## config.mk

```make
export PLATFORM = sky130hd
export DESIGN_NAME = hps_dot_sequencer_flat
export DESIGN_NICKNAME = d
export VERILOG_FILES = /design/src/rtl/hps_dot_sequencer_if.sv /design/src/rtl/hps_dot_sequencer.sv /design/src/flat_wrapper.sv
export SDC_FILE = /design/constraint.sdc
export NUM_CORES = 1
export LEC_CHECK = 0
export CAP_MARGIN = 20
export CORE_MARGIN = 4
export CORE_UTILIZATION = 62
export CTS_CLUSTER_DIAMETER = 80
export DETAILED_ROUTE_END_ITERATION = 16
export DONT_BUFFER_PORTS = 1
export PLACE_DENSITY = 0.78
export SLEW_MARGIN = 30
export SYNTH_ARGS = -nofsm -noshare
export SYNTH_HDL_FRONTEND = slang
export SYNTH_SLANG_ARGS = --single-unit
```

## constraint.sdc

```tcl
create_clock -name clk -period 4.2 [get_ports clk]
set_input_delay 0.42 -clock clk [delete_from_list [all_inputs] [get_ports clk]]
set_output_delay 0.42 -clock clk [all_outputs]
set_load 0.005 [all_outputs]
```

## src/rtl/hps_dot_sequencer_if.sv

```systemverilog
// Bundle of the signals hps_dot_sequencer uses to talk to its neighbours:
// the operand stream in, the packed-word link to the multiplier, and the
// vector result out.
// The master side is whoever feeds operands, plays the multiplier and
// consumes results. The slave side is the sequencer itself.
interface hps_dot_sequencer_if #(
  parameter int ACC_W = 24
);
  logic [1:0]       cfg_mode;
  logic             in_valid;
  logic             in_ready;
  logic [7:0]       in_a;
  logic [7:0]       in_b;
  logic             in_last;
  logic [7:0]       mul_x;
  logic [7:0]       mul_y;
  logic [1:0]       mul_mode;
  logic             mul_issue;
  logic [15:0]      mul_res;
  logic             out_valid;
  logic             out_ready;
  logic [ACC_W-1:0] out_sum;
  logic             out_err;

  modport master (
    output cfg_mode, in_valid, in_a, in_b, in_last, mul_res, out_ready,
    input  in_ready, mul_x, mul_y, mul_mode, mul_issue, out_valid, out_sum, out_err
  );

  modport slave (
    input  cfg_mode, in_valid, in_a, in_b, in_last, mul_res, out_ready,
    output in_ready, mul_x, mul_y, mul_mode, mul_issue, out_valid, out_sum, out_err
  );
endinterface

```

## src/rtl/hps_dot_sequencer.sv

```systemverilog
// Issue-side controller for a precision-scalable unsigned multiplier.
// Operand pairs are packed into x/y lanes, one group per issued word. The
// aligned dot-product results are accumulated over a vector. The vector sum
// is returned through a valid/ready port.
// MUL_LAT must be at least 2.
module hps_dot_sequencer #(
  parameter int ACC_W   = 24,
  parameter int MUL_LAT = 2
) (
  input logic                clk,
  input logic                rst,
  hps_dot_sequencer_if.slave bus
);

  typedef enum logic [1:0] {
    IDLE  = 2'b00,
    FILL  = 2'b01,
    DRAIN = 2'b10,
    DONE  = 2'b11
  } state_t;

  localparam logic [MUL_LAT-1:0] TAIL_MASK = MUL_LAT'(1) << (MUL_LAT - 1);

  state_t               state_r;
  state_t               state_next_s;
  logic                 in_ready_r;
  logic                 out_valid_r;
  logic                 out_err_r;
  logic [1:0]           mode_r;
  logic [1:0]           k_r;
  logic [7:0]           pack_x_r;
  logic [7:0]           pack_y_r;
  logic [7:0]           mul_x_r;
  logic [7:0]           mul_y_r;
  logic                 mul_issue_r;
  logic [MUL_LAT-1:0]   issue_pipe_r;
  logic [ACC_W-1:0]     acc_r;

  logic                 beat_s;
  logic [1:0]           beat_mode_s;
  logic [15:0]          slice_s;
  logic                 group_close_s;
  logic                 drain_done_s;
  logic [15:0]          res_aligned_s;

  // Places one operand pair into its lane slot for element k; returns {x, y}.
  function automatic logic [15:0] lane_pack(input logic [1:0] mode, input logic [1:0] k,
                                            input logic [7:0] a, input logic [7:0] b);
    logic [7:0] x;
    logic [7:0] y;
    x = 8'd0;
    y = 8'd0;
    case (mode)
      2'b00: begin
        x = {6'd0, a[1:0]} << (3'd6 - {k, 1'b0});
        y = {6'd0, b[1:0]} << {k, 1'b0};
      end
      2'b10: begin
        if (k[0]) begin
          x = {4'd0, a[3:0]};
          y = {b[3:0], 4'd0};
        end else begin
          x = {a[3:0], 4'd0};
          y = {4'd0, b[3:0]};
        end
      end
      default: begin
        x = a;
        y = b;
      end
    endcase
    return {x, y};
  endfunction

  // Index of the last element in a group, i.e. group size minus one.
  function automatic logic [1:0] last_index(input logic [1:0] mode);
    case (mode)
      2'b00:   return 2'd3;
      2'b10:   return 2'd1;
      default: return 2'd0;
    endcase
  endfunction

  // Alignment shift the multiplier applies to its diagonal sum.
  function automatic logic [3:0] align_shift(input logic [1:0] mode);
    case (mode)
      2'b00:   return 4'd6;
      2'b10:   return 4'd4;
      default: return 4'd0;
    endcase
  endfunction

  // The first beat of a vector uses the live cfg_mode. Later beats use the latched mode.
  assign beat_s        = bus.in_valid & in_ready_r;
  assign beat_mode_s   = (state_r == IDLE) ? bus.cfg_mode : mode_r;
  assign slice_s       = lane_pack(beat_mode_s, k_r, bus.in_a, bus.in_b);
  assign group_close_s = bus.in_last | (k_r == last_index(beat_mode_s));
  // The final result is on mul_res when only the pipe tail is still set.
  assign drain_done_s  = !mul_issue_r && ((issue_pipe_r & ~TAIL_MASK) == {MUL_LAT{1'b0}});
  assign res_aligned_s = bus.mul_res >> align_shift(mode_r);

  assign bus.in_ready  = in_ready_r;
  assign bus.mul_x     = mul_x_r;
  assign bus.mul_y     = mul_y_r;
  assign bus.mul_mode  = mode_r;
  assign bus.mul_issue = mul_issue_r;
  assign bus.out_valid = out_valid_r;
  assign bus.out_sum   = acc_r;
  assign bus.out_err   = out_err_r;

  // FSM state register.
  always_ff @(posedge clk or posedge rst) begin
    if (rst) begin
      state_r <= IDLE;
    end else begin
      state_r <= state_next_s;
    end
  end

  // FSM next-state logic.
  always_comb begin
    state_next_s = state_r;
    case (state_r)
      IDLE: begin
        if (beat_s) begin
          state_next_s = bus.in_last ? DRAIN : FILL;
        end else begin
          state_next_s = IDLE;
        end
      end
      FILL: begin
        if (beat_s && bus.in_last) begin
          state_next_s = DRAIN;
        end else begin
          state_next_s = FILL;
        end
      end
      DRAIN: begin
        if (drain_done_s) begin
          state_next_s = DONE;
        end else begin
          state_next_s = DRAIN;
        end
      end
      DONE: begin
        if (bus.out_ready) begin
          state_next_s = IDLE;
        end else begin
          state_next_s = DONE;
        end
      end
      default: state_next_s = IDLE;
    endcase
  end

  // Handshake outputs are registered copies of the upcoming state.
  always_ff @(posedge clk or posedge rst) begin
    if (rst) begin
      in_ready_r  <= 1'b0;
      out_valid_r <= 1'b0;
      out_err_r   <= 1'b0;
    end else begin
      in_ready_r  <= (state_next_s == IDLE) || (state_next_s == FILL);
      out_valid_r <= (state_next_s == DONE);
      out_err_r   <= (state_next_s == DONE) && (mode_r == 2'b01);
    end
  end

  // Latch the vector mode and build up the current group's packed word.
  always_ff @(posedge clk or posedge rst) begin
    if (rst) begin
      mode_r   <= 2'b00;
      k_r      <= 2'd0;
      pack_x_r <= 8'd0;
      pack_y_r <= 8'd0;
    end else if (beat_s) begin
      if (state_r == IDLE) begin
        mode_r <= bus.cfg_mode;
      end else begin
        mode_r <= mode_r;
      end
      if (group_close_s) begin
        k_r      <= 2'd0;
        pack_x_r <= 8'd0;
        pack_y_r <= 8'd0;
      end else begin
        k_r      <= k_r + 2'd1;
        pack_x_r <= pack_x_r | slice_s[15:8];
        pack_y_r <= pack_y_r | slice_s[7:0];
      end
    end else begin
      k_r      <= k_r;
      pack_x_r <= pack_x_r;
      pack_y_r <= pack_y_r;
    end
  end

  // Present a closed group to the multiplier for exactly one cycle; lanes idle at zero.
  always_ff @(posedge clk or posedge rst) begin
    if (rst) begin
      mul_x_r     <= 8'd0;
      mul_y_r     <= 8'd0;
      mul_issue_r <= 1'b0;
    end else if (beat_s && group_close_s) begin
      mul_x_r     <= pack_x_r | slice_s[15:8];
      mul_y_r     <= pack_y_r | slice_s[7:0];
      mul_issue_r <= 1'b1;
    end else begin
      mul_x_r     <= 8'd0;
      mul_y_r     <= 8'd0;
      mul_issue_r <= 1'b0;
    end
  end

  // Track in-flight groups so results are taken exactly MUL_LAT cycles after issue.
  always_ff @(posedge clk or posedge rst) begin
    if (rst) begin
      issue_pipe_r <= {MUL_LAT{1'b0}};
    end else begin
      issue_pipe_r <= {issue_pipe_r[MUL_LAT-2:0], mul_issue_r};
    end
  end

  // Accumulate aligned results; the reserved mode never contributes to the sum.
  always_ff @(posedge clk or posedge rst) begin
    if (rst) begin
      acc_r <= {ACC_W{1'b0}};
    end else if ((state_r == DONE) && bus.out_ready) begin
      acc_r <= {ACC_W{1'b0}};
    end else if (issue_pipe_r[MUL_LAT-1] && (mode_r != 2'b01)) begin
      acc_r <= acc_r + ACC_W'(res_aligned_s);
    end else begin
      acc_r <= acc_r;
    end
  end

endmodule

```

## src/flat_wrapper.sv

```systemverilog
// flat-port wrapper written by rule: the top's interface ports become plain ports
module hps_dot_sequencer_flat 
#(
  parameter int ACC_W   = 24,
  parameter int MUL_LAT = 2
)
  (clk, rst, bus_cfg_mode, bus_in_valid, bus_in_a, bus_in_b, bus_in_last, bus_mul_res, bus_out_ready, bus_in_ready, bus_mul_x, bus_mul_y, bus_mul_mode, bus_mul_issue, bus_out_valid, bus_out_sum, bus_out_err);
  hps_dot_sequencer_if #(.ACC_W(ACC_W)) bus_i ();
  input logic clk;
  input logic rst;
  input wire logic [$bits(bus_i.cfg_mode)-1:0] bus_cfg_mode;
  input wire logic [$bits(bus_i.in_valid)-1:0] bus_in_valid;
  input wire logic [$bits(bus_i.in_a)-1:0] bus_in_a;
  input wire logic [$bits(bus_i.in_b)-1:0] bus_in_b;
  input wire logic [$bits(bus_i.in_last)-1:0] bus_in_last;
  input wire logic [$bits(bus_i.mul_res)-1:0] bus_mul_res;
  input wire logic [$bits(bus_i.out_ready)-1:0] bus_out_ready;
  output wire logic [$bits(bus_i.in_ready)-1:0] bus_in_ready;
  output wire logic [$bits(bus_i.mul_x)-1:0] bus_mul_x;
  output wire logic [$bits(bus_i.mul_y)-1:0] bus_mul_y;
  output wire logic [$bits(bus_i.mul_mode)-1:0] bus_mul_mode;
  output wire logic [$bits(bus_i.mul_issue)-1:0] bus_mul_issue;
  output wire logic [$bits(bus_i.out_valid)-1:0] bus_out_valid;
  output wire logic [$bits(bus_i.out_sum)-1:0] bus_out_sum;
  output wire logic [$bits(bus_i.out_err)-1:0] bus_out_err;
  assign bus_i.cfg_mode = bus_cfg_mode;
  assign bus_i.in_valid = bus_in_valid;
  assign bus_i.in_a = bus_in_a;
  assign bus_i.in_b = bus_in_b;
  assign bus_i.in_last = bus_in_last;
  assign bus_i.mul_res = bus_mul_res;
  assign bus_i.out_ready = bus_out_ready;
  assign bus_in_ready = bus_i.in_ready;
  assign bus_mul_x = bus_i.mul_x;
  assign bus_mul_y = bus_i.mul_y;
  assign bus_mul_mode = bus_i.mul_mode;
  assign bus_mul_issue = bus_i.mul_issue;
  assign bus_out_valid = bus_i.out_valid;
  assign bus_out_sum = bus_i.out_sum;
  assign bus_out_err = bus_i.out_err;
  hps_dot_sequencer #(.ACC_W(ACC_W), .MUL_LAT(MUL_LAT)) u_core (.clk(clk), .rst(rst), .bus(bus_i));
endmodule
```

==> results_dict.tcl, run 1 <==
set metrics [dict create \
    pre_cts_ws_ps 798.5 \
    end_kind "flop" \
    p_clk_share_pct 18.8 \
    peakVddDrop_mv 0.4138 \
    pin_count 85 \
    crit_end "u_core.bus.out_sum[18]" \
    fp.dieW_um 88.09 \
    layout_worst_path_cycle_share_pct 81.64 \
    track_usage_pct 26.27 \
    power_switching_w 0.001442 \
    status "completed" \
    rows 28 \
    syn-mean-instance-area_sq_um 8.876 \
    drv_slew 0 \
    reg2reg_slack_ps 770 \
    reg2reg_depth 12 \
    ys_ff_latch 68 \
    globalplace.congestion 0.8565 \
    crit_type "flop to flop" \
    async_reset_ff_share_pct 100.0 \
    timing.rr.start "u_core.bus.mul_mode[1]" \
    swShare_pct 44.13 \
    num_vias 3296 \
    worst_pin_slew_ps 840.7 \
    clk_pin_slew_worst_paths_ps 80 \
    yosysWarnings 0 \
    setup_tns_ps 0 \
    fin_nets 501 \
    synth-edff-count 0 \
    power.leakage_nw 1.954 \
    antenna_found_initial 0 \
    setup_viol 0 \
    postRouteWirelength_um 9392 \
    wl_per_cell_um 17.89 \
    syn_area_sq_um 3976 \
    htree_num_levels 3 \
    placed_cell_area_sq_um 4016 \
    hold_viol 0 \
    via_per_inst 6.278 \
    seqPwrFrac_pct 33.4 \
    layout.cell_area.non_filler_sq_um 4253 \
    diodes 0 \
    cp-startpoint "u_core.bus.mul_mode[1]" \
    ys.flop_type "dfrtp_1" \
    yosysUniqueCellTypes 53 \
    max_cap_viol_count 0 \
    internal_power_w 0.001825 \
    cts_setup_buffers 0 \
    hp-class "input pin to flop" \
    whs_ps 218.0 \
    worst-path-max-fanout 16 \
    utilization_pct 70.17 \
    numCtsBuffers 9 \
    min_period_ps 3429 \
    rsz0062_at_grt "no" \
    arrival_ps 3710 \
    start_util_pct 65.61 \
    start_kind "flop" \
    hpwl_um 6720 \
    port_buffers 0 \
    drc_errors 0 \
    setup_slack_ps 771.2 \
    core_sq_um 6061 \
    drt_iter0_drc 150 \
    syn2layout_area_growth_pct 6.954 \
    die_h_um 88.09 \
    worstPathRequired_ps 4480 \
    fmax_ghz 0.2916 \
    grt_start_max_net_pins 52 \
    syn_nets 504 \
    pwr-share-comb_pct 47.8 \
    drive_above_1_share_pct 9.333 \
    cts_tree "done" \
    skew_ps 10.94 \
    synthesis.instances 448 \
    antenna_left 0 \
    die_area_sq_um 7759 \
    cts_max_path_buffers 2 \
    hold_start "bus_in_b[0]" \
    clkSinkCount 68 \
    yosysSeqAreaShare_pct 42.79 \
    maxSlewHeadroom_pct 43.95 \
    clkLatencyLatePin_ps 360 \
    grt_overflow_total 0 \
    grt_pass1_wl_um 15750 \
    reg2reg_to "u_core.bus.out_sum[18]" \
    ctsRootBufferMaster "clkbuf_8" \
    grt_pass1_vias 3330 \
    power.density_nw_per_um2 768.3 \
    dr.pass1.iters 4 \
]
-- cell usage after synthesis, types with 3 or more instances --
| library cell | instances | area (sq um) |
|---|---|---|
| dfrtp_1 | 68 | 1702 |
| nand2_1 | 57 | 214.0 |
| nor2_1 | 53 | 198.9 |
| a21oi_1 | 51 | 255.2 |
| o21ai_0 | 32 | 160.2 |
| ha_1 | 16 | 200.2 |
| clkbuf_1 | 12 | 45.04 |
| mux2i_1 | 12 | 120.1 |
| a21o_1 | 10 | 75.07 |
| nor3_1 | 10 | 50.05 |
| nor2_2 | 9 | 56.30 |
| a211oi_1 | 8 | 60.06 |
| and2_1 | 8 | 50.05 |
| and3_1 | 8 | 50.05 |
| inv_1 | 8 | 30.03 |
| xor2_1 | 8 | 70.07 |
| a22o_1 | 6 | 52.55 |
| nand3_1 | 5 | 25.02 |
| nor2b_1 | 5 | 31.28 |
| o211ai_1 | 5 | 37.54 |
| or3_1 | 5 | 31.28 |
| xnor2_1 | 5 | 43.79 |
| buf_2 | 4 | 20.02 |
| nand3b_1 | 3 | 22.52 |
| o21a_1 | 3 | 22.52 |
-- power by group through the flow --
| stage | Clock (W) | Sequential [W] | Combinational, W |
|---|---|---|---|
| floorplan | 0 | 0.00101 | 0.00131 |
| CTS | 0.000626 | 0.00109 | 0.00154 |
| finish | 0.000613 | 0.00109 | 0.00156 |
| global route | 0.000652 | 0.00113 | 0.00176 |
| global placement | 0 | 0.00109 | 0.00150 |
| detailed placement | 0 | 0.00111 | 0.00153 |
-- metrics by stage --
step / total power (W) / instances
2_1_floorplan: 0.002321 / 448
3_3_place_gp: 0.002592 / 508
3_5_place_dp: 0.002636 / 508
4_1_cts: 0.003264 / 525
5_1_grt: 0.003542 / 525
6_report: 0.003267 / 525
-- worst min-delay path by stage --
stage	to	slack, ps	cells after the start
floorplan	u_core.issue_pipe_r[1]	350	0
global placement	u_core.bus.mul_y[2]	290	1
detailed placement	u_core.bus.mul_y[2]	290	1
CTS	u_core.bus.mul_x[1]	200	2
global route	u_core.pack_y_r[1]	210	2
finish	u_core.bus.mul_y[0]	220	2
-- layout by cell type (no fill, tap or decap), types with 7 or more instances in the layout --
cell type / count
nand2_1: 57
a211oi_1: 8
a21oi_1: 51
clkbuf_8: 9
mux2i_1: 11
nor3_1: 10
o21ai_0: 32
xor2_1: 8
ha_1: 16
and2_1: 8
nor2_1: 53
and3_1: 8
nor2_2: 9
inv_1: 7
a21o_1: 10
dfrtp_1: 68
-- logic make-up (layout without fill, tap and decap cells) --
kind of cell | count (synthesis) | in the layout | synth area share [%]
AOI/OAI and AO/OA | 131 | 131 | 20.74
xor gates and xnor gates | 13 | 13 | 2.863
adders and majority gates | 17 | 17 | 5.538
buffers and inverters | 28 | 30 | 3.021
DFF | 68 | 68 | 42.79
muxes | 16 | 16 | 4.531
and+or+nand+nor | 175 | 175 | 20.52
-- sequential cells by signal, indices dropped and copies added (netlist names) --
name,count
u_core.bus.out_sum,24
u_core.bus.out_valid,1
u_core.bus.mul_y,8
u_core.bus.mul_issue,1
u_core.pack_x_r,8
u_core.k_r,2
u_core.issue_pipe_r,2
u_core.pack_y_r,8
u_core.bus.mul_mode,2
u_core.bus.mul_x,8
u_core.bus.out_err,1
u_core.bus.in_ready,1
u_core.state_r,2
-- routing by layer --
metal,track usage (%),share of wire [%],vias up
li1,-,-,1578
met1,30.59,41,1597
met2,44.66,49,103
met3,9.031,8.4,18
met4,10.30,1.6,0
met5,0,0,-
-- area by class of cell --
type	instances	area, sq um
Multi-Input combinational cell	352	2158
Fill cell	472	1808
Sequential cell	68	1702
Clock buffer	9	123.9
Clock inverter	7	98.84
Tap cell	75	93.84
Timing Repair Buffer	5	40.04
Inverter	9	36.28
-- worst max-delay path, stage by stage, from the launching register on --
cell and delay [ps]:
dfrtp_1 840, mux2i_1 160, o21ai_0 190, ha_1 190, inv_1 50, fa_1 370, nor2b_1 210, o2111ai_1 140
nand3b_1 160, a311o_2 260, a41oi_2 210, or3_1 400, a21oi_1 160
-- timing repair --
item	4_1_cts	5_1_grt
resized for setup	0	0
hold endpoints to repair	17	0
hold buffers	1	0
Note: power is estimated with default switching activity, not from simulation.
==> run 2, diff against run 1 <==
- clock period: 4.2 -> 3.45 ns (I/O delays scaled with it)
==> run 2 against run 1 <==
Net effect:
- the flow now finishes with violations (hold timing)
- critical path depth shrank 2
- hold slack lost 230 ps
- total power grew 22%
- utilization shrank 0.083 points
- count of clock-buffer cells in the layout is the same
- critical path type unchanged
- largest cell class unchanged
==> results_dict.tcl, run 2 (synthesis results as in run 1) <==
set metrics [dict create \
    diodes 0 \
    drt_iter0_drc 221 \
    worst_pin_slew_ps 879.2 \
    hpwl_um 6823 \
    pin_count 85 \
    fin_cells 525 \
    grt_start_max_net_pins 48 \
    num_vias 3311 \
    die_h_um 88.09 \
    fp.dieW_um 88.09 \
    rows 28 \
    wl_per_cell_um 18.13 \
    min_period_ps 3198 \
    dp.cells 509 \
    crit_family "compound AO/OA/AOI/OAI gates" \
    clk_pin_slew_worst_paths_ps 80 \
    whs_ps -11.49 \
    hp-class "input pin to asynchronous set/reset pin" \
    max_cap_viol_count 0 \
    critical-path-max-stage-delay_ps 610 \
    syn2layout_area_growth_pct 6.828 \
    final_cell_mix "dfrtp_1, nand2_1, nor2_1" \
    setup_viol 0 \
    final_common_cell "dfrtp_1" \
    fmax_ghz 0.3127 \
    clkLatencyLatePin_ps 350 \
    start_kind "flop" \
    layout.cell_area.non_filler_sq_um 4248 \
    htree_num_levels 3 \
    antenna_found_initial 0 \
    largest_register_ffs 24 \
    violations "hold timing" \
    grt_pass1_vias 3326 \
    end_kind "flop" \
    critPathBufInv 1 \
    layout_worst_path_cycle_share_pct 92.70 \
    dr.pass1.iters 4 \
    drv_slew 0 \
    cts_setup_buffers 0 \
    crit_type "flop to flop" \
    status "finished with violations" \
    peakVddDrop_mv 0.5828 \
    core_sq_um 6061 \
    rsz0062_at_grt "no" \
    via_per_inst 6.307 \
    fin_nets 501 \
    hold_viol 16 \
    cp-startpoint "u_core.bus.mul_mode[1]" \
    cts_hold_repair.buffers 0 \
    drc_errors 0 \
    port_buffers 0 \
    power.leakage_nw 1.956 \
    clkSinkCount 68 \
    worst-path-max-fanout 9 \
    arrival_ps 3470 \
    grt_overflow_total 0 \
    maxSlewHeadroom_pct 39.71 \
    nFillCells 485 \
    postRouteWirelength_um 9520 \
    die_area_sq_um 7759 \
    numCtsBuffers 9 \
    cts_tree "done" \
    power.density_nw_per_um2 939.9 \
    track_usage_pct 26.05 \
    skew_ps 6.395 \
    placed_cell_area_sq_um 4024 \
    slowest_stage "dfrtp_1" \
    utilization_pct 70.09 \
    setup_tns_ps 0 \
    start_util_pct 65.61 \
    timing.rr.start "u_core.bus.mul_mode[1]" \
    reg2reg_slack_ps 250 \
    cts_resized 0 \
    drive_above_1_share_pct 9.333 \
    grt_pass1_wl_um 15570 \
    cp_cell_sequence "buf_4 > mux2i_1 > o21ai_0 > ha_1 > a21oi_1 > o21ai_0 > a311o_2 > o31ai_1 > mux2_2 > a21oi_1" \
    cts_max_path_buffers 2 \
    globalplace.congestion 0.9514 \
    ctsRootBufferMaster "clkbuf_8" \
    worstPathRequired_ps 3720 \
    antenna_left 0 \
]
run 2: worst paths after layout:
path	endpoint	cells after the start
worst max register to register	u_core.bus.out_sum[14]	10
max in group asynchronous	u_core.bus.out_sum[7]	2
worst min-delay path	u_core.bus.mul_y[1]	1
worst min register to register	u_core.issue_pipe_r[1]	0
worst max-delay path	u_core.bus.out_sum[14]	10
min in group clk	u_core.pack_y_r[1]	2
run 2: final cells by class:
type / instances / area [sq um] / area share, %
inverters: 9 / 37.54 / 0.8837
clock inverters: 7 / 98.84 / 2.327
repair buffers: 5 / 37.54 / 0.8837
clock buffers: 9 / 123.9 / 2.916
flip-flops and latches: 68 / 1702 / 40.06
multi-input cells: 352 / 2155 / 50.72
well taps: 75 / 93.84 / 2.209
run 2: through the flow:
step	setup WS (ps)	power (W)
6_report	251.8	0.003992
5_1_grt	56.18	0.004313
3_5_place_dp	334.3	0.003223
2_1_floorplan	246.6	0.002825
4_1_cts	287.1	0.003992
3_3_place_gp	470.1	0.003164
run 2: report_power, final:
part           switching [W]  internal, W
logic                0.00117     0.000765
registers           0.000261      0.00105
clock network       0.000335     0.000410
run 2: metal layers:
layer	vias up	track usage (%)	share of wire, %
li1	1580	-	-
met1	1598	30.51	40
met2	119	44.18	50
met3	14	9.125	8.6
met4	0	9.753	1.3
met5	-	0	0
==> run 3, diff against run 2 <==
- PLACE_DENSITY: 0.78 -> 0.77
==> run 3 against run 2 <==
Net effect:
- sequential share of layout area is essentially flat
- via count shrank 1.8%
- sequential cell count is the same
- the run still ends with hold timing left
- sequential power is essentially flat
- count of clock-buffer cells in the layout is the same
- combinational power shrank 2%
- cell area is the same
- global-route usage grew 0.66 points
- largest power group unchanged
- final cell count shrank 0.19%
- clock power grew 3.0%
- first-iteration DRC count shrank 14%
==> results_dict.tcl, run 3 (synthesis results as in run 1) <==
set metrics [dict create \
    ctsRootBufferMaster "clkbuf_8" \
    postRouteWirelength_um 9493 \
    cts_max_path_buffers 2 \
    cts_hold_repair.buffers 0 \
    numCtsBuffers 9 \
    power.density_nw_per_um2 939.0 \
    hpwl_um 6926 \
    crit_type "flop to flop" \
    clkLatencyLatePin_ps 350 \
    port_buffers 0 \
    setup_viol 0 \
    final_cell_mix "dfrtp_1, nand2_1, nor2_1" \
    cts_tree "done" \
    reg2reg_depth 12 \
    cp_cell_sequence "mux2i_1 > o21ai_0 > ha_1 > inv_1 > fa_1 > nor2b_1 > o2111ai_1 > nand3b_1 > a311o_2 > a41oi_2 > or3_1 > a21oi_1" \
    globalplace.congestion 0.9044 \
    maxSlewHeadroom_pct 44.71 \
    hold_viol 43 \
    clkSinkCount 68 \
    fmax_ghz 0.3228 \
    power_switching_w 0.001762 \
    hp-class "input pin to asynchronous set/reset pin" \
    max_cap_viol_count 0 \
    critPathBufInv 1 \
    worst-path-max-fanout 10 \
    end_kind "flop" \
    via_per_inst 6.208 \
    min_period_ps 3098 \
    setup_tns_ps 0 \
    slowest_stage "dfrtp_2" \
    htree_num_levels 3 \
    pin_count 85 \
    die_h_um 88.09 \
    final_common_cell "dfrtp_1" \
    seqPwrFrac_pct 33.2 \
    drc_errors 0 \
    drt_iter0_drc 189 \
    status "finished with violations" \
    worst_pin_slew_ps 806.3 \
    reg2reg_to "u_core.bus.out_sum[18]" \
    syn2layout_area_growth_pct 6.828 \
    layout_worst_path_cycle_share_pct 89.79 \
    internal_power_w 0.002227 \
    reg2reg_slack_ps 350 \
    track_usage_pct 26.71 \
    start_kind "flop" \
    power.leakage_nw 1.952 \
    num_vias 3253 \
    grt_pass1_wl_um 15970 \
    grt_overflow_total 0 \
    crit_family "compound AO/OA/AOI/OAI gates" \
    drive_above_1_share_pct 9.354 \
    core_sq_um 6061 \
    die_area_sq_um 7759 \
    p_clk_share_pct 19.2 \
    arrival_ps 3370 \
    antenna_left 0 \
    rsz0062_at_grt "no" \
    rows 28 \
    critical-path-max-stage-delay_ps 520 \
    fin_nets 500 \
    diodes 0 \
    antenna_found_initial 0 \
    swShare_pct 44.17 \
    grt_pass1_vias 3256 \
    start_util_pct 65.61 \
    violations "hold timing" \
    fp.dieW_um 88.09 \
    timing.rr.start "u_core.bus.mul_mode[1]" \
    peakVddDrop_mv 0.4872 \
    grt_start_max_net_pins 45 \
    pwr-share-comb_pct 47.6 \
    skew_ps 8.747 \
    drv_slew 0 \
    largest_register_ffs 24 \
    wl_per_cell_um 18.12 \
    dr.pass1.iters 4 \
    worstPathRequired_ps 3720 \
    clk_pin_slew_worst_paths_ps 90 \
    whs_ps -36.35 \
]
-- run 3: changes by cell type in the layout (fill, tap and decap cells not counted), sizes merged --
cell / before / now
buf: 5 / 4
clkinv: 4 / 2
inv: 9 / 11
-- run 3: metal layers --
layer  GRT usage (%)  up-vias  wire (um)
met1           34.24     1536       3885
met2           43.01      114       4656
li1                -     1580          -
met4           10.85        0        221
met3           7.338       23        729
met5               0        -          0
-- run 3: worst max-delay path by stage --
stage                                       from                endpoint  slack [ps]  cells after the start
after floorplan           u_core.bus.mul_mode[1]  u_core.bus.out_sum[22]         250                     14
after global placement    u_core.bus.mul_mode[1]  u_core.bus.out_sum[20]         380                     12
after detailed placement  u_core.bus.mul_mode[1]  u_core.bus.out_sum[22]         280                     12
after CTS                 u_core.bus.mul_mode[1]  u_core.bus.out_sum[20]         260                     12
after global routing      u_core.bus.mul_mode[1]  u_core.bus.out_sum[20]          90                     12
final                     u_core.bus.mul_mode[1]  u_core.bus.out_sum[18]         350                     12
-- run 3: repair_timing --
action	in CTS	in global routing
buffers inserted	0	0
resized for setup	0	1
endpoints found under the setup margin	0	4
-- run 3: metrics by stage --
step	util, %	instance area (sq um)	total power (W)	worst slack (ps)	cells
finish	70.09	4248	0.003989	352.1	524
global route	70.09	4248	0.004341	88.34	524
CTS	70.05	4245	0.003989	256.8	524
detailed placement	66.27	4016	0.003217	279.9	508
global placement	66.27	4016	0.003178	375.6	508
floorplan	-	3976	0.002825	246.6	448
-- run 3: area by class of cell --
class	count	area [sq um]
multi-input combinational	352	2155
fill	481	1813
sequential	68	1703
clock buffer	9	123.9
clock inverter	7	105.1
tap	75	93.84
inverter	9	37.54
timing repair buffer	4	30.03
-- run 3: worst register-to-register path, cell delays in order (launching register included) --
cell and delay, ps:
dfrtp_2 520, mux2i_1 150, o21ai_0 160, ha_1 200, inv_1 60, fa_1 390
nor2b_1 230, o2111ai_1 130, nand3b_1 170, a311o_2 260, a41oi_2 210, or3_1 390
a21oi_1 150
-- run 3: power by group through the flow --
stage | Clock [W] | Combinational [W] | Sequential, W
6_report | 0.000767 | 0.00190 | 0.00132
5_1_grt | 0.000807 | 0.00217 | 0.00136
4_1_cts | 0.000770 | 0.00190 | 0.00132
3_5_place_dp | 0 | 0.00188 | 0.00134
3_3_place_gp | 0 | 0.00185 | 0.00133
2_1_floorplan | 0 | 0.00160 | 0.00123
==> patch 1, RTL diff (settings of run 2) <==
`ACC_W` is set to 24 in 3 places; all go to 28.
--- a/src/rtl/hps_dot_sequencer_if.sv
+++ b/src/rtl/hps_dot_sequencer_if.sv
@@ -5,5 +5,5 @@
 // consumes results. The slave side is the sequencer itself.
 interface hps_dot_sequencer_if #(
-  parameter int ACC_W = 24
+  parameter int ACC_W = 28
 );
   logic [1:0]       cfg_mode;
--- a/src/rtl/hps_dot_sequencer.sv
+++ b/src/rtl/hps_dot_sequencer.sv
@@ -5,5 +5,5 @@
 // MUL_LAT must be at least 2.
 module hps_dot_sequencer #(
-  parameter int ACC_W   = 24,
+  parameter int ACC_W   = 28,
   parameter int MUL_LAT = 2
 ) (
--- a/src/flat_wrapper.sv
+++ b/src/flat_wrapper.sv
@@ -2,5 +2,5 @@
 module hps_dot_sequencer_flat 
 #(
-  parameter int ACC_W   = 24,
+  parameter int ACC_W   = 28,
   parameter int MUL_LAT = 2
 )
Ports: changed (resized bus_out_sum); port bits go from 85 to 89. The function was not compared with the original's and may differ.
==> patch 1 against run 2 <==
The run still ends with negative hold slack left; total power grew 0.84%; worst setup slack improved by 60 ps; final area is 6.0% higher; die area rose by 5.7%; routed wire length up 9.4%; area after synthesis is 6.3% higher; clock power down 3.1%; sequential cell count increased by 4; count of clock-buffer cells in the layout stayed put; largest power group unchanged.
==> patch 1: results (changes against run 2) <==
routed length on met1 -> 4302 um (+12%)
syn nets -> 546 (+8.3%)
routability cong. -> 0.9814 (+3.2%)
WP data arrival -> 3390 ps (-80 ps)
Mean Syn Cell Area -> 8.661 sq um (-2.4%)
CP max stage delay -> 450 ps (-160 ps)
Seq/Total Area, Yosys -> 42.63% (-0.17 points)
initial DRC count -> 203 (-8.1%)
failing checks -> negative hold slack
worst hold slack -> -6.626 ps (+4.860 ps)
Post-Route WL -> 10420 um (+9.4%)
crit-path max FO -> 5 (-4)
met1 GRT Util -> 32.59% (+2.1 points)
routed vias/inst -> 6.318 (+0.18%)
DRT Pass-1 Iters -> 6 (+2)
max reg flops -> 28 (+17%)
WL met2 -> 5071 um (+7.2%)
Cell variety after synth -> 50 (-5.7%)
Area contributors post-synth -> dfrtp_1 (43%), nand2_1 (6.0%), a21oi_1 (5.8%)
hpwl dp -> 7621 um (+12%)
post-placement cell area -> 4289 sq um (+6.6%)
Peak VDD IR -> 0.5224 mV (-10%)
GRT Total Usage -> 25.99% (-0.057 points)
layout cell share with drive strength beyond 1 -> 7.771% (-1.6 points)
status -> complete, but fails checks
met3 WL -> 863 um (+5.2%)
synth cell count leaders -> dfrtp_1 (72), nand2_1 (67), nor2_1 (59)
Net count, final -> 542 (+8.2%)
fill count -> 502 (+3.5%)
endpoints failing hold -> 3 (-13)
met3 usage -> 7.333% (-1.8 points)
vias in the first global route -> 3512 (+5.6%)
first-pass GRT wire length -> 17360 um (+11%)
-- patch 1: layout make-up --
| cell class | count | area [sq um] | area share [%] |
|---|---|---|---|
| multi-input cells | 382 | 2287 | 50.79 |
| well taps | 77 | 96.34 | 2.139 |
| clock buffers | 9 | 123.9 | 2.751 |
| clock inverters | 7 | 87.58 | 1.945 |
| inverters | 10 | 38.79 | 0.8614 |
| flip-flops and latches | 72 | 1802 | 40.01 |
| repair buffers | 9 | 67.56 | 1.500 |
-- patch 1: worst paths after layout --
| path | cells past startpoint | from | slack (ps) | to |
|---|---|---|---|---|
| max | 12 | u_core.bus.mul_mode[1] | 310 | u_core.bus.out_sum[22] |
| min | 1 | rst | -7 | u_core.bus.mul_y[2] |
| max reg2reg | 12 | u_core.bus.mul_mode[1] | 310 | u_core.bus.out_sum[22] |
| min reg2reg | 0 | u_core.issue_pipe_r[0] | 390 | u_core.issue_pipe_r[1] |
| max in group asynchronous | 2 | rst | 2660 | u_core.bus.out_sum[11] |
| min in group clk | 2 | bus_in_b[0] | 140 | u_core.bus.mul_y[0] |
-- patch 1: power groups by stage --
| stage | logic, mW | clock network (mW) | registers (mW) |
|---|---|---|---|
| floorplan | 1.58 | 0 | 1.26 |
| global placement | 1.89 | 0 | 1.36 |
| detailed placement | 1.92 | 0 | 1.37 |
| CTS | 1.93 | 0.728 | 1.35 |
| global route | 2.20 | 0.768 | 1.39 |
| finish | 1.95 | 0.722 | 1.35 |
-- patch 1: cells by family (layout without fill, tap and decap cells) --
family                   count (synthesis)  count (layout)  share of synthesized area (%)
AND/OR/NAND/NOR                        191             191                          20.46
AO/OA/AOI/OAI                          137             137                          19.80
flip-flops                              72              72                          42.63
buffers and inverters                   34              35                          3.286
XOR/XNOR                                21              21                          4.352
adder cells (fa/ha/maj)                 19              19                          5.802
multiplexers                            14              14                          3.671
==> patch 2, RTL diff (settings of run 2) <==
Made on the original files. Reset style: synchronous (`rst`), changed in 6 clocked blocks.
--- a/src/rtl/hps_dot_sequencer.sv
+++ b/src/rtl/hps_dot_sequencer.sv
@@ -110,5 +110,5 @@
 
   // FSM state register.
-  always_ff @(posedge clk or posedge rst) begin
+  always_ff @(posedge clk) begin
     if (rst) begin
       state_r <= IDLE;
@@ -155,5 +155,5 @@
 
   // Handshake outputs are registered copies of the upcoming state.
-  always_ff @(posedge clk or posedge rst) begin
+  always_ff @(posedge clk) begin
     if (rst) begin
       in_ready_r  <= 1'b0;
@@ -168,5 +168,5 @@
 
   // Latch the vector mode and build up the current group's packed word.
-  always_ff @(posedge clk or posedge rst) begin
+  always_ff @(posedge clk) begin
     if (rst) begin
       mode_r   <= 2'b00;
@@ -197,5 +197,5 @@
 
   // Present a closed group to the multiplier for exactly one cycle; lanes idle at zero.
-  always_ff @(posedge clk or posedge rst) begin
+  always_ff @(posedge clk) begin
     if (rst) begin
       mul_x_r     <= 8'd0;
@@ -214,5 +214,5 @@
 
   // Track in-flight groups so results are taken exactly MUL_LAT cycles after issue.
-  always_ff @(posedge clk or posedge rst) begin
+  always_ff @(posedge clk) begin
     if (rst) begin
       issue_pipe_r <= {MUL_LAT{1'b0}};
@@ -223,5 +223,5 @@
 
   // Accumulate aligned results; the reserved mode never contributes to the sum.
-  always_ff @(posedge clk or posedge rst) begin
+  always_ff @(posedge clk) begin
     if (rst) begin
       acc_r <= {ACC_W{1'b0}};
Behaviour: differs if rst is asserted again (counterexample within 4 cycles, from zero or initial values and one cycle with rst high); with rst held inactive, the same outputs for 10 cycles.
==> patch 2 against run 2 <==
Sequential cell count unchanged; final area down 8.8%; routed wire length down 9.4%; global-route usage down 1.2 points; non-clock buffer count unchanged; clock skew up 4.7 ps; worst setup slack better by 140 ps; area after synthesis down 7.5%; highest routed layer unchanged.
Power is not compared: it rests on default switching activity, and its combinational part moved more than twofold at a synthesized area within 25%.
==> patch 2: results (changes against run 2) <==
initial antenna violation count -> 0 (unchanged)
Leak Pwr -> 1.530 nW
status -> complete, no violations
first-pass GRT wire length -> 14460 um (-7.2%)
min-delay worst type -> in -> reg
fraction of registers with async set or reset after synthesis -> 0% (-100 points)
GRT Total Usage -> 24.87% (-1.2 points)
fill count -> 477 (-1.6%)
complex-gate fraction of the synthesized area -> 20.85% (+0.11 points)
Net count, final -> 516 (+3.0%)
worst slack, placed -> 435.4 ps (+101.1 ps)
largest buffer count on any clock path -> 2 (unchanged)
Cell variety after synth -> 47 (-11%)
DRT Pass-1 Iters -> 4 (unchanged)
# diodes -> 0 (unchanged)
pin count of the biggest net entering global routing -> 26 (-46%)
synth cell count leaders -> nor2_1 (70), dfxtp_1 (68), nand2_1 (61)
H-tree depth -> 3 (unchanged)
Seq/Total Area, Yosys -> 37.01% (-5.8 points)
Post-Synth XOR/XNOR Area -> 4.286% (+1.4 points)
Area contributors post-synth -> dfxtp_1 (37%), nor2_1 (7.1%), a21oi_1 (6.3%)
postcts setup bufs -> 0 (unchanged)
routability cong. -> 0.9260 (-2.7%)
Post-Synth Adder-Cell Area -> 6.667% (+1.1 points)
multiplexer share of the synthesized area -> 4.762% (+0.23 points)
TritonCTS Buffers -> 9 (unchanged)
Root Driver -> clkbuf_8
Resized Gates After CTS -> 0 (unchanged)
skew final -> 11.11 ps (+4.715 ps)
layout cell share with drive strength beyond 1 -> 6.263% (-3.1 points)
initial DRC count -> 227 (+2.7%)
Clock Pin Slew Worst Setup and Hold Paths -> 80 ps (about the same)
vias in the first global route -> 3036 (-8.7%)
WP data arrival -> 3320 ps (-150 ps)
crit-path max FO -> 12 (+3)
Synth Flop Type -> dfxtp_1
port bufs -> 0 (unchanged)
Ys Warns -> 0 (unchanged)
worst-margin pin slew -> 791.0 ps (-88.20 ps)
Vias -> 3124 (-5.6%)
clock latency on the worst-skew pair -> 350 ps (about the same)
drt wl/cell -> 16.13 um (-11%)
Peak VDD IR -> 0.3421 mV
max reg flops -> 24 (unchanged)
hpwl dp -> 6386 um (-6.4%)
[patch 2: cell count changes after synthesis, sizes merged, moves of 4 or more]
cell,before,now
or3,5,0
a31oi,2,7
a21oi,51,46
dfrtp,68,0
xor2,8,3
dfxtp,0,68
nand2,57,61
nor2,63,71
o21ai,32,28
o21a,3,7
o211ai,5,1
xnor2,5,15
[patch 2: cell families after synthesis]
logic type	Yosys count
compound gates	124
fa+ha+maj	19
xor+xnor	18
mux	16
simple gates	187
buf+inv	32
flops	68
[patch 2: per-layer routing]
metal	wire length, um	GRT usage, %	up-vias
met5	0	0	-
met4	112	8.921	0
met3	640	8.835	13
met2	4202	41.31	83
met1	3672	29.63	1421
li1	-	-	1607
[patch 2: per-stage QoR]
step,area (sq um),cells
after floorplan,3679,464
after global placement,3699,519
after detailed placement,3699,519
after CTS,3874,535
after global routing,3874,535
final,3874,535
[patch 2: critical path, cell delays in order (launching register included)]
cell       delay, ps
dfxtp_1          480
buf_4            280
mux2i_1          220
o21ai_0          110
ha_1             360
and2b_1          170
o2111ai_1        150
a2111oi_2        510
nor2_1           120
a21boi_0         270
xnor2_1          100
a211oi_1         210
[patch 2: worst paths after layout]
path                                              from                     end  slack, ps  cells after the start
worst max-delay path            u_core.bus.mul_mode[1]  u_core.bus.out_sum[12]        390                     11
worst min-delay path                               rst  u_core.bus.mul_mode[0]         60                      1
worst max register to register  u_core.bus.mul_mode[1]  u_core.bus.out_sum[12]        390                     11
worst min register to register  u_core.issue_pipe_r[0]  u_core.issue_pipe_r[1]        460                      1
[patch 2: power by group]
part | internal [mW] | switching (mW)
logic | 0.0983 | 0.145
clock network | 0.267 | 0.330
registers | 0.805 | 0.0224
total | 1.17 | 0.498
[patch 2: final cells by class]
type	count	share of cell area (%)
repair buffers	5	0.9690
inverters	10	0.9690
flip-flops and latches	68	35.14
well taps	72	2.326
clock inverters	6	1.227
multi-input cells	364	56.07
clock buffers	10	3.295
